==> config.mk <==
export PLATFORM = sky130hd
export DESIGN_NAME = program_loader_flat
export DESIGN_NICKNAME = d
export VERILOG_FILES = /design/src/rtl/program_loader_if.sv /design/src/rtl/program_loader.sv /design/src/flat_wrapper.sv
export SDC_FILE = /design/constraint.sdc
export NUM_CORES = 1
export LEC_CHECK = 0
export CAP_MARGIN = 40
export CORE_MARGIN = 2
export CORE_UTILIZATION = 56
export CTS_CLUSTER_DIAMETER = 200
export DETAILED_ROUTE_END_ITERATION = 8
export PLACE_DENSITY = 0.8
export REMOVE_ABC_BUFFERS = 1
export SLEW_MARGIN = 30
export SYNTH_ARGS = -nofsm -noshare
export SYNTH_HDL_FRONTEND = slang
export SYNTH_SLANG_ARGS = --single-unit
==> constraint.sdc <==
create_clock -name clk -period 3.79 [get_ports clk]
set_input_delay 0.379 -clock clk [delete_from_list [all_inputs] [get_ports clk]]
set_output_delay 0.379 -clock clk [all_outputs]
set_load 0.1 [all_outputs]
==> src/rtl/program_loader_if.sv <==
// Byte-stream input and assembled-word output bundle of the program loader.
// The loader takes the slave side; the host/image source takes the master side.
interface program_loader_if;
    logic [7:0]  in_byte;
    logic        in_valid;
    logic        in_ready;
    logic [31:0] new_instruction;
    logic        add_into;
    logic        word_valid;
    logic [7:0]  word_addr;
    logic        start_signal;
    logic        error;

    modport master (
        output in_byte, in_valid,
        input  in_ready, new_instruction, add_into, word_valid, word_addr, start_signal, error
    );

    modport slave (
        input  in_byte, in_valid,
        output in_ready, new_instruction, add_into, word_valid, word_addr, start_signal, error
    );
endinterface

==> src/rtl/program_loader.sv <==
// Receives a program image (NI, ND, instruction words, data words, XOR checksum) byte by byte,
// emits big-endian 32-bit words with target addresses, then reports start or checksum error.
module program_loader #(
    parameter int DATA_TOP = 255
) (
    input  logic             clk,
    input  logic             reset,
    program_loader_if.slave  bus
);

    typedef enum logic [2:0] {
        HDR_I  = 3'd0,
        HDR_D  = 3'd1,
        LOAD_I = 3'd2,
        LOAD_D = 3'd3,
        CHECK  = 3'd4,
        DONE   = 3'd5,
        ERR    = 3'd6
    } state_t;

    localparam logic [7:0] DATA_TOP_C = 8'(DATA_TOP);

    function automatic logic [7:0] csum_step(input logic [7:0] acc, input logic [7:0] b);
        return acc ^ b;
    endfunction

    state_t      state_q, state_d;
    logic [7:0]  ni_q, ni_d;
    logic [7:0]  nd_q, nd_d;
    logic [7:0]  word_cnt_q, word_cnt_d;
    logic [1:0]  byte_cnt_q, byte_cnt_d;
    logic [23:0] shift_q, shift_d;
    logic [7:0]  csum_q, csum_d;
    logic        in_ready_q, in_ready_d;
    logic [31:0] new_instr_q, new_instr_d;
    logic        add_into_q, add_into_d;
    logic        word_valid_q, word_valid_d;
    logic [7:0]  word_addr_q, word_addr_d;
    logic        start_q, start_d;
    logic        error_q, error_d;
    logic        accept_s;
    logic        last_word_s;

    assign accept_s = bus.in_valid & in_ready_q;

    // Next-state, word assembly and checksum accumulation for every accepted byte.
    always_comb begin
        state_d      = state_q;
        ni_d         = ni_q;
        nd_d         = nd_q;
        word_cnt_d   = word_cnt_q;
        byte_cnt_d   = byte_cnt_q;
        shift_d      = shift_q;
        csum_d       = csum_q;
        new_instr_d  = new_instr_q;
        add_into_d   = add_into_q;
        word_valid_d = 1'b0;
        word_addr_d  = word_addr_q;
        start_d      = start_q;
        error_d      = error_q;
        last_word_s  = 1'b0;

        if (accept_s) begin
            case (state_q)
                HDR_I: begin
                    ni_d    = bus.in_byte;
                    csum_d  = csum_step(csum_q, bus.in_byte);
                    state_d = HDR_D;
                end
                HDR_D: begin
                    nd_d       = bus.in_byte;
                    csum_d     = csum_step(csum_q, bus.in_byte);
                    word_cnt_d = 8'd0;
                    byte_cnt_d = 2'd0;
                    if (ni_q != 8'd0) begin
                        state_d = LOAD_I;
                    end else if (bus.in_byte != 8'd0) begin
                        state_d = LOAD_D;
                    end else begin
                        state_d = CHECK;
                    end
                end
                LOAD_I, LOAD_D: begin
                    csum_d     = csum_step(csum_q, bus.in_byte);
                    shift_d    = {shift_q[15:0], bus.in_byte};
                    byte_cnt_d = byte_cnt_q + 2'd1;
                    if (byte_cnt_q == 2'd3) begin
                        new_instr_d  = {shift_q, bus.in_byte};
                        word_valid_d = 1'b1;
                        add_into_d   = add_into_q | (state_q == LOAD_D);
                        // Data memory fills downward from DATA_TOP, wrapping in 8 bits.
                        word_addr_d  = (state_q == LOAD_I) ? word_cnt_q : (DATA_TOP_C - word_cnt_q);
                        last_word_s  = (state_q == LOAD_I) ? (word_cnt_q == (ni_q - 8'd1))
                                                           : (word_cnt_q == (nd_q - 8'd1));
                        if (last_word_s) begin
                            word_cnt_d = 8'd0;
                            if (state_q == LOAD_I && nd_q != 8'd0) begin
                                state_d = LOAD_D;
                            end else begin
                                state_d = CHECK;
                            end
                        end else begin
                            word_cnt_d = word_cnt_q + 8'd1;
                        end
                    end else begin
                        word_cnt_d = word_cnt_q;
                    end
                end
                CHECK: begin
                    if (bus.in_byte == csum_q) begin
                        state_d = DONE;
                        start_d = 1'b1;
                    end else begin
                        state_d = ERR;
                        error_d = 1'b1;
                    end
                end
                DONE: state_d = DONE;
                ERR:  state_d = ERR;
                default: begin
                    state_d = ERR;
                    error_d = 1'b1;
                end
            endcase
        end else begin
            state_d = state_q;
        end

        in_ready_d = (state_d != DONE) && (state_d != ERR);
    end

    // State and registered outputs; asynchronous active-low reset discards any partial image.
    always_ff @(posedge clk or negedge reset) begin
        if (!reset) begin
            state_q      <= HDR_I;
            ni_q         <= 8'd0;
            nd_q         <= 8'd0;
            word_cnt_q   <= 8'd0;
            byte_cnt_q   <= 2'd0;
            shift_q      <= 24'd0;
            csum_q       <= 8'd0;
            in_ready_q   <= 1'b0;
            new_instr_q  <= 32'd0;
            add_into_q   <= 1'b0;
            word_valid_q <= 1'b0;
            word_addr_q  <= 8'd0;
            start_q      <= 1'b0;
            error_q      <= 1'b0;
        end else begin
            state_q      <= state_d;
            ni_q         <= ni_d;
            nd_q         <= nd_d;
            word_cnt_q   <= word_cnt_d;
            byte_cnt_q   <= byte_cnt_d;
            shift_q      <= shift_d;
            csum_q       <= csum_d;
            in_ready_q   <= in_ready_d;
            new_instr_q  <= new_instr_d;
            add_into_q   <= add_into_d;
            word_valid_q <= word_valid_d;
            word_addr_q  <= word_addr_d;
            start_q      <= start_d;
            error_q      <= error_d;
        end
    end

    assign bus.in_ready        = in_ready_q;
    assign bus.new_instruction = new_instr_q;
    assign bus.add_into        = add_into_q;
    assign bus.word_valid      = word_valid_q;
    assign bus.word_addr       = word_addr_q;
    assign bus.start_signal    = start_q;
    assign bus.error           = error_q;

endmodule
==> src/flat_wrapper.sv <==
// flat-port wrapper written by rule: the top's interface ports become plain ports
module program_loader_flat 
#(
    parameter int DATA_TOP = 255
)
  (clk, reset, bus_in_byte, bus_in_valid, bus_in_ready, bus_new_instruction, bus_add_into, bus_word_valid, bus_word_addr, bus_start_signal, bus_error);
  program_loader_if bus_i ();
  input  logic clk;
  input  logic reset;
  input wire logic [$bits(bus_i.in_byte)-1:0] bus_in_byte;
  input wire logic [$bits(bus_i.in_valid)-1:0] bus_in_valid;
  output wire logic [$bits(bus_i.in_ready)-1:0] bus_in_ready;
  output wire logic [$bits(bus_i.new_instruction)-1:0] bus_new_instruction;
  output wire logic [$bits(bus_i.add_into)-1:0] bus_add_into;
  output wire logic [$bits(bus_i.word_valid)-1:0] bus_word_valid;
  output wire logic [$bits(bus_i.word_addr)-1:0] bus_word_addr;
  output wire logic [$bits(bus_i.start_signal)-1:0] bus_start_signal;
  output wire logic [$bits(bus_i.error)-1:0] bus_error;
  assign bus_i.in_byte = bus_in_byte;
  assign bus_i.in_valid = bus_in_valid;
  assign bus_in_ready = bus_i.in_ready;
  assign bus_new_instruction = bus_i.new_instruction;
  assign bus_add_into = bus_i.add_into;
  assign bus_word_valid = bus_i.word_valid;
  assign bus_word_addr = bus_i.word_addr;
  assign bus_start_signal = bus_i.start_signal;
  assign bus_error = bus_i.error;
  program_loader #(.DATA_TOP(DATA_TOP)) u_core (.clk(clk), .reset(reset), .bus(bus_i));
endmodule
; ---- Word level (Yosys, flattened, before mapping)
; Cells that the tools add are included.
[totals]
register_bits = 106
input_bits = 11
[op_classes]
add_sub_neg = 5
eq_ne = 14
mux = 19
n_bitwise = 4
reduce_logical = 19
[ops]
columns = operator, count
row1 = equality test 8 bit, 3
row2 = 2-to-1 mux 8 bit, 3
row3 = nonzero test 8 bit, 3
row4 = 2-to-1 mux 3 bit, 6
row5 = case mux 8 bit (2 select lines), 1
row6 = subtractor 8 x 1 -> 8 bit (second input constant), 2
row7 = case mux 3 bit (5 select lines), 1
row8 = AND reduction 3 bit, 4
row9 = AND reduction 2 bit, 5
row10 = equality test 3 bit (second input constant), 3
row11 = adder 8 x 1 -> 8 bit (second input constant), 1
row12 = subtractor 8 bit (first input constant), 1
row13 = bitwise XOR 8 bit, 1
row14 = equality test 3 x 2 -> 1 bit (second input constant), 2
row15 = != test 3 bit (second input constant), 2
row16 = OR reduction 6 bit, 1
row17 = 2-to-1 mux 1 bit, 5
row18 = case mux 2 bit (2 select lines), 1
row19 = OR reduction 4 bit, 1
row20 = equality test 3 x 1 -> 1 bit (second input constant), 1
row21 = logical NOT 3 bit, 1
row22 = adder 2 x 1 -> 2 bit (second input constant), 1
row23 = equality test 2 bit (second input constant), 1
row24 = logical AND 1 bit, 2
row25 = other kinds (9), 9

; ---- Longest topological paths before layout
[logic_depth]
word_depth = 9
depth_mapped = 14

; ---- Least setup slack after synthesis
; Ideal clock, no wire load.
[synth_path]
kind = reg-to-reg
startpoint = reg u_core.state_q[2]
endpoint = reg u_core.in_ready_q, in the netlist u_core.bus.in_ready
setup_ns = 0.131
t_arrival_ns = 2.877
required_time_ns = 3.659
setup_slack_ns = 0.783
stages_incl_launch_ff = 14
path_buffers = 3
synth_period_minus_slack_ns = 3.007
cell_sequence = dfrtp_1 buf_6 nor3b_2 buf_2 mux2i_1 ha_1 buf_1 xnor2_1 xnor2_1 nand3_1 nor3_4 nand4_1 a211oi_1 mux2i_1
[synth_via]
elab_chain_cells = 9
elab_cells_between_ends = 17
cone_classes = eq/ne (7) / mux (6) / reduce/logical (4)
[synth_rtl]
columns = item, line_no
row1 = "start, declared", program_loader.sv:27  ; state_t state_q, state_d;
row2 = "start signal, assigned", program_loader.sv:150  ; state_q <= state_d;
row3 = equality test 3 x 2 -> 1 bit, "program_loader.sv:64, program_loader.sv:93, program_loader.sv:97"
row4 = logical AND 1 bit, program_loader.sv:97  ; if (state_q == LOAD_I && nd_q != 8'd0) begin
row5 = 2-to-1 mux 3 bit, program_loader.sv:97
row6 = 2-to-1 mux 3 bit, program_loader.sv:95  ; if (last_word_s) begin
row7 = 2-to-1 mux 3 bit, program_loader.sv:87  ; if (byte_cnt_q == 2'd3) begin
row8 = case mux 3 bit (5 select lines), program_loader.sv:64  ; case (state_q)
row9 = 2-to-1 mux 3 bit (*), program_loader.sv:63  ; if (accept_s) begin
row10 = != test 3 bit, program_loader.sv:129  ; in_ready_d = (state_d != DONE) && (state_d != ERR);
row11 = logical AND 1 bit (*), program_loader.sv:129
row12 = via u_core.in_ready_d, program_loader.sv:34  ; logic in_ready_q, in_ready_d;
row13 = "end signal, assigned", program_loader.sv:157  ; in_ready_q <= in_ready_d;
row14 = "end, declared", program_loader.sv:34
; Mark *: on every way through the listed nets, which the timed path passes. The rest lies on a longest branch.
; A chain may end at the register's enable or synchronous reset.

; ---- Final worst setup path
[layout_path]
startpoint = reg u_core.state_q[1]
endpoint = reg u_core.in_ready_q, in the netlist u_core.bus.in_ready
; The elaborated chain is that of the path after synthesis.

==> summary by stage <==
Die
The site row count is 34. From left edge to right edge, the die measures 98.0 um. The floorplan step defined a core boundary enclosing 8640 um^2. The starting utilization of the core area is 0.573. The number of placed I/O pins is 56.

From bottom edge to top edge, the die measures 98.0 um. The area of the die is 9600 um^2.

Critical path
The critical path buffer and inverter count is 1. The family with the most delay on the worst path is simple AND/OR/NAND/NOR gates. STA classifies the critical path startpoint as a flip-flop.

Walking the worst path, the cells encountered are nor3b_2 -> buf_4 -> mux2i_1 -> ha_1 -> xnor2_1 -> xnor2_1 -> nand3_1 -> nor3_4 -> nand4_1 -> a211oi_1 -> mux2i_1. The stage delay of the slowest cell on the critical path is 0.58 ns. For the worst setup path, the data required time is 4.04 ns.

The maximum fanout count along the critical path is 12. The highest-delay cell along the critical path is dfrtp_1. The worst setup path is captured at a flip-flop. The category of the most critical setup path is reg -> reg.

The data arrival time at the worst-slack endpoint is 3.43 ns.

Finish
Once layout is complete, the utilization of the core stands at 0.751. The leading cell type in the layout, fill and taps excluded is nand2_1. The number of filler cells placed in the layout is 563. The relative area change from synthesis to final layout is 31.1%. The repair_antennas step left the layout with diodes totalling 0. The net count of the finished layout is 580. The top cell types in the final layout, fill and taps aside, are nand2_1, dfrtp_1, clkdlybuf4s50_1. Of the cells placed in the final design, the portion with a size suffix greater than 1 is 0.215.

Logic synthesis
Of all flip-flops after synthesis, the portion carrying an async set or reset was 1.00. The biggest area consumer among synthesized cells is dfrtp_1. The average cell area after synthesis is 10.5 um^2. The synthesized netlist occupies a cell area of 4950 um^2. The cell count after synthesis came out at 469. In this run, synthesis produced a sequential element count of 106. The register area share after synthesis is 0.536.

Among all flip-flop cells after synthesis, the most frequent one is dfrtp_1. For this run, the number of Yosys warnings is 0. The area share of the leading cell type in the synthesized netlist is 0.536. The number of library cell types mapped by synthesis is 53. By area the synthesized netlist is led by dfrtp_1, nand2_1, mux2_2, xnor2_1, o21ai_0. The number of enable flip-flop cells after synthesis is 0.

CTS
The clock sink total is 106. CTS built an H-tree with a depth of 3. The number of buffers created by CTS is 9.

After clock tree synthesis, the clock-pin slew on the worst setup and hold paths is 0.12 ns. The maximum root-to-sink buffer count is 2. The clock reaches the later pin of the worst-skew pair after 0.37 ns. After clock tree synthesis, the repair step resized 0 gates. TritonCTS built the clock tree. The tree is rooted in a clkbuf_8. For this design, the CTS-stage hold fixing added 0 buffers. The number of buffers inserted to repair setup after CTS is 0.

Timing
Derived from the worst setup path, the maximum achievable clock frequency is 0.314 GHz. In the final timing run, aggregate negative setup slack is 0 ns. The clock skew after layout is 0.0113 ns. The number of failing setup endpoints in the final timing report is 0. The final max-slew violation count is 0.

Setup repair after global routing left no endpoint under its margin. The transition time of the tightest slew-check pin is 0.725 ns. Dividing the final minimum period by the clock period gives 0.840.

Headroom to the max-slew limit came out at 0.516. Counting I/O delays and the setup requirement, the final critical path takes 3.18 ns. The final-report hold violation count is 0.

Placement
Input and output buffers added on the ports amount to 55. The congestion estimate from routability-driven global placement came to 0.865. The detailed-placement wirelength estimate is 7.37 mm.

Outcome
The run finished with clean final reports.

GRT
The number of antenna violations at the first check in global routing is 0. The via count of the first global-routing pass is 3804. The global-route wire length before repair is 18.6 mm. Entering global routing, the biggest net connects 86 pins.

The final global-route overflow total is 0. In the global route stage, overall resource usage came out at 0.239.

Drt
The first routing iteration left 263 violations. In the routed design, unresolved DRC markers number 0. The via count is 3706. The first-pass detailed-route iteration total is 4. After detailed routing, the average wire length per cell comes to 15.6 um. The detail-routed via count per cell is 5.46.

The total wire length after detailed routing is 10.6 mm. The post-detailed-route count of antenna-violating nets is 0.

Run
Max-cap violations in this run came to 0.

Hold path
The path type of the worst min-delay path is in -> async.
state kept, by name, summed over array words and instances (netlist names):
signal	flops
u_core.bus.add_into	1
u_core.bus.error	1
u_core.bus.in_ready	1
u_core.bus.new_instruction	32
u_core.bus.start_signal	1
u_core.bus.word_addr	8
u_core.bus.word_valid	1
u_core.byte_cnt_q	2
u_core.csum_q	8
u_core.nd_q	8
u_core.ni_q	8
u_core.shift_q	24
u_core.state_q	3
u_core.word_cnt_q	8
metrics by stage:
stage          cell area, um^2  worst slack, ns  hold WS, ns  std cells
2_1_floorplan             4830           0.0362       0.0834        447
3_3_place_gp              5580            0.780        0.442        618
3_5_place_dp              6270            0.659        0.451        663
4_1_cts                   6480            0.630       0.0563        679
5_1_grt                   6480            0.354       0.0811        679
6_report                  6480            0.608       0.0203        679
path summary, 6_finish.rpt:
| path | to | start | cells after the start | slack [ns] |
|---|---|---|---|---|
| setup / recovery | u_core.bus.in_ready | u_core.state_q[1] | 11 | 0.61 |
| hold / removal | u_core.bus.new_instruction[22] | reset | 1 | 0.02 |
| setup reg to reg | u_core.bus.in_ready | u_core.state_q[1] | 11 | 0.61 |
| hold reg to reg | u_core.bus.add_into | u_core.bus.add_into | 1 | 0.47 |
| max in group asynchronous | u_core.ni_q[6] | reset | 2 | 2.97 |
| min in group clk | u_core.bus.add_into | u_core.bus.add_into | 1 | 0.47 |
logic make-up after synthesis:
group                    Yosys count  synth area share
XOR/XNOR                          36            0.0638
buffers and inverters             30            0.0286
AO/OA/AOI/OAI                     57            0.0799
flip-flops                       106             0.536
AND/OR/NAND/NOR                  187             0.169
adder cells (fa/ha/maj)            3           0.00759
multiplexers                      50             0.115
synthesized netlist by cell type, types with 2 or more instances:
| cell type | number |
|---|---|
| a211oi_1 | 4 |
| a21o_1 | 5 |
| a21oi_1 | 7 |
| a22o_1 | 5 |
| and3_1 | 3 |
| buf_1 | 3 |
| buf_2 | 2 |
| buf_6 | 3 |
| clkbuf_1 | 13 |
| dfrtp_1 | 106 |
| ha_1 | 3 |
| inv_1 | 7 |
| mux2_2 | 41 |
| mux2i_1 | 7 |
| nand2_1 | 127 |
| nand3_1 | 7 |
| nand4_1 | 4 |
| nor2_1 | 19 |
| nor2b_1 | 5 |
| nor3_1 | 4 |
| nor4_1 | 2 |
| o21ai_0 | 19 |
| o311ai_0 | 2 |
| o31ai_1 | 3 |
| or3_1 | 2 |
| or4_1 | 5 |
| xnor2_1 | 33 |
| xor2_1 | 3 |
layer usage:
layer | GRT usage | wire length (um)
met1 | 0.336 | 4820
met5 | 0 | 0
met4 | 0.0684 | 129
met2 | 0.394 | 5320
met3 | 0.0308 | 316
worst register-to-register path: stages, from the launching register on:
cell,delay (ns)
dfrtp_1,0.58
nor3b_2,0.29
buf_4,0.24
mux2i_1,0.21
ha_1,0.32
xnor2_1,0.17
xnor2_1,0.14
nand3_1,0.15
nor3_4,0.41
nand4_1,0.18
a211oi_1,0.26
mux2i_1,0.12
final cells by class:
| class | count | area (um^2) | area share |
|---|---|---|---|
| Sequential cell | 106 | 2650 | 0.409 |
| Multi-Input combinational cell | 333 | 2160 | 0.333 |
| Timing Repair Buffer | 108 | 1300 | 0.201 |
| Clock buffer | 10 | 138 | 0.0212 |
| Tap cell | 108 | 135 | 0.0208 |
| Clock inverter | 6 | 70.1 | 0.0108 |
| Inverter | 8 | 30.0 | 0.00463 |
Power is left out: the tool's default activity adds up to more than one toggle a clock period on the data nets, which glitch-free logic cannot reach.
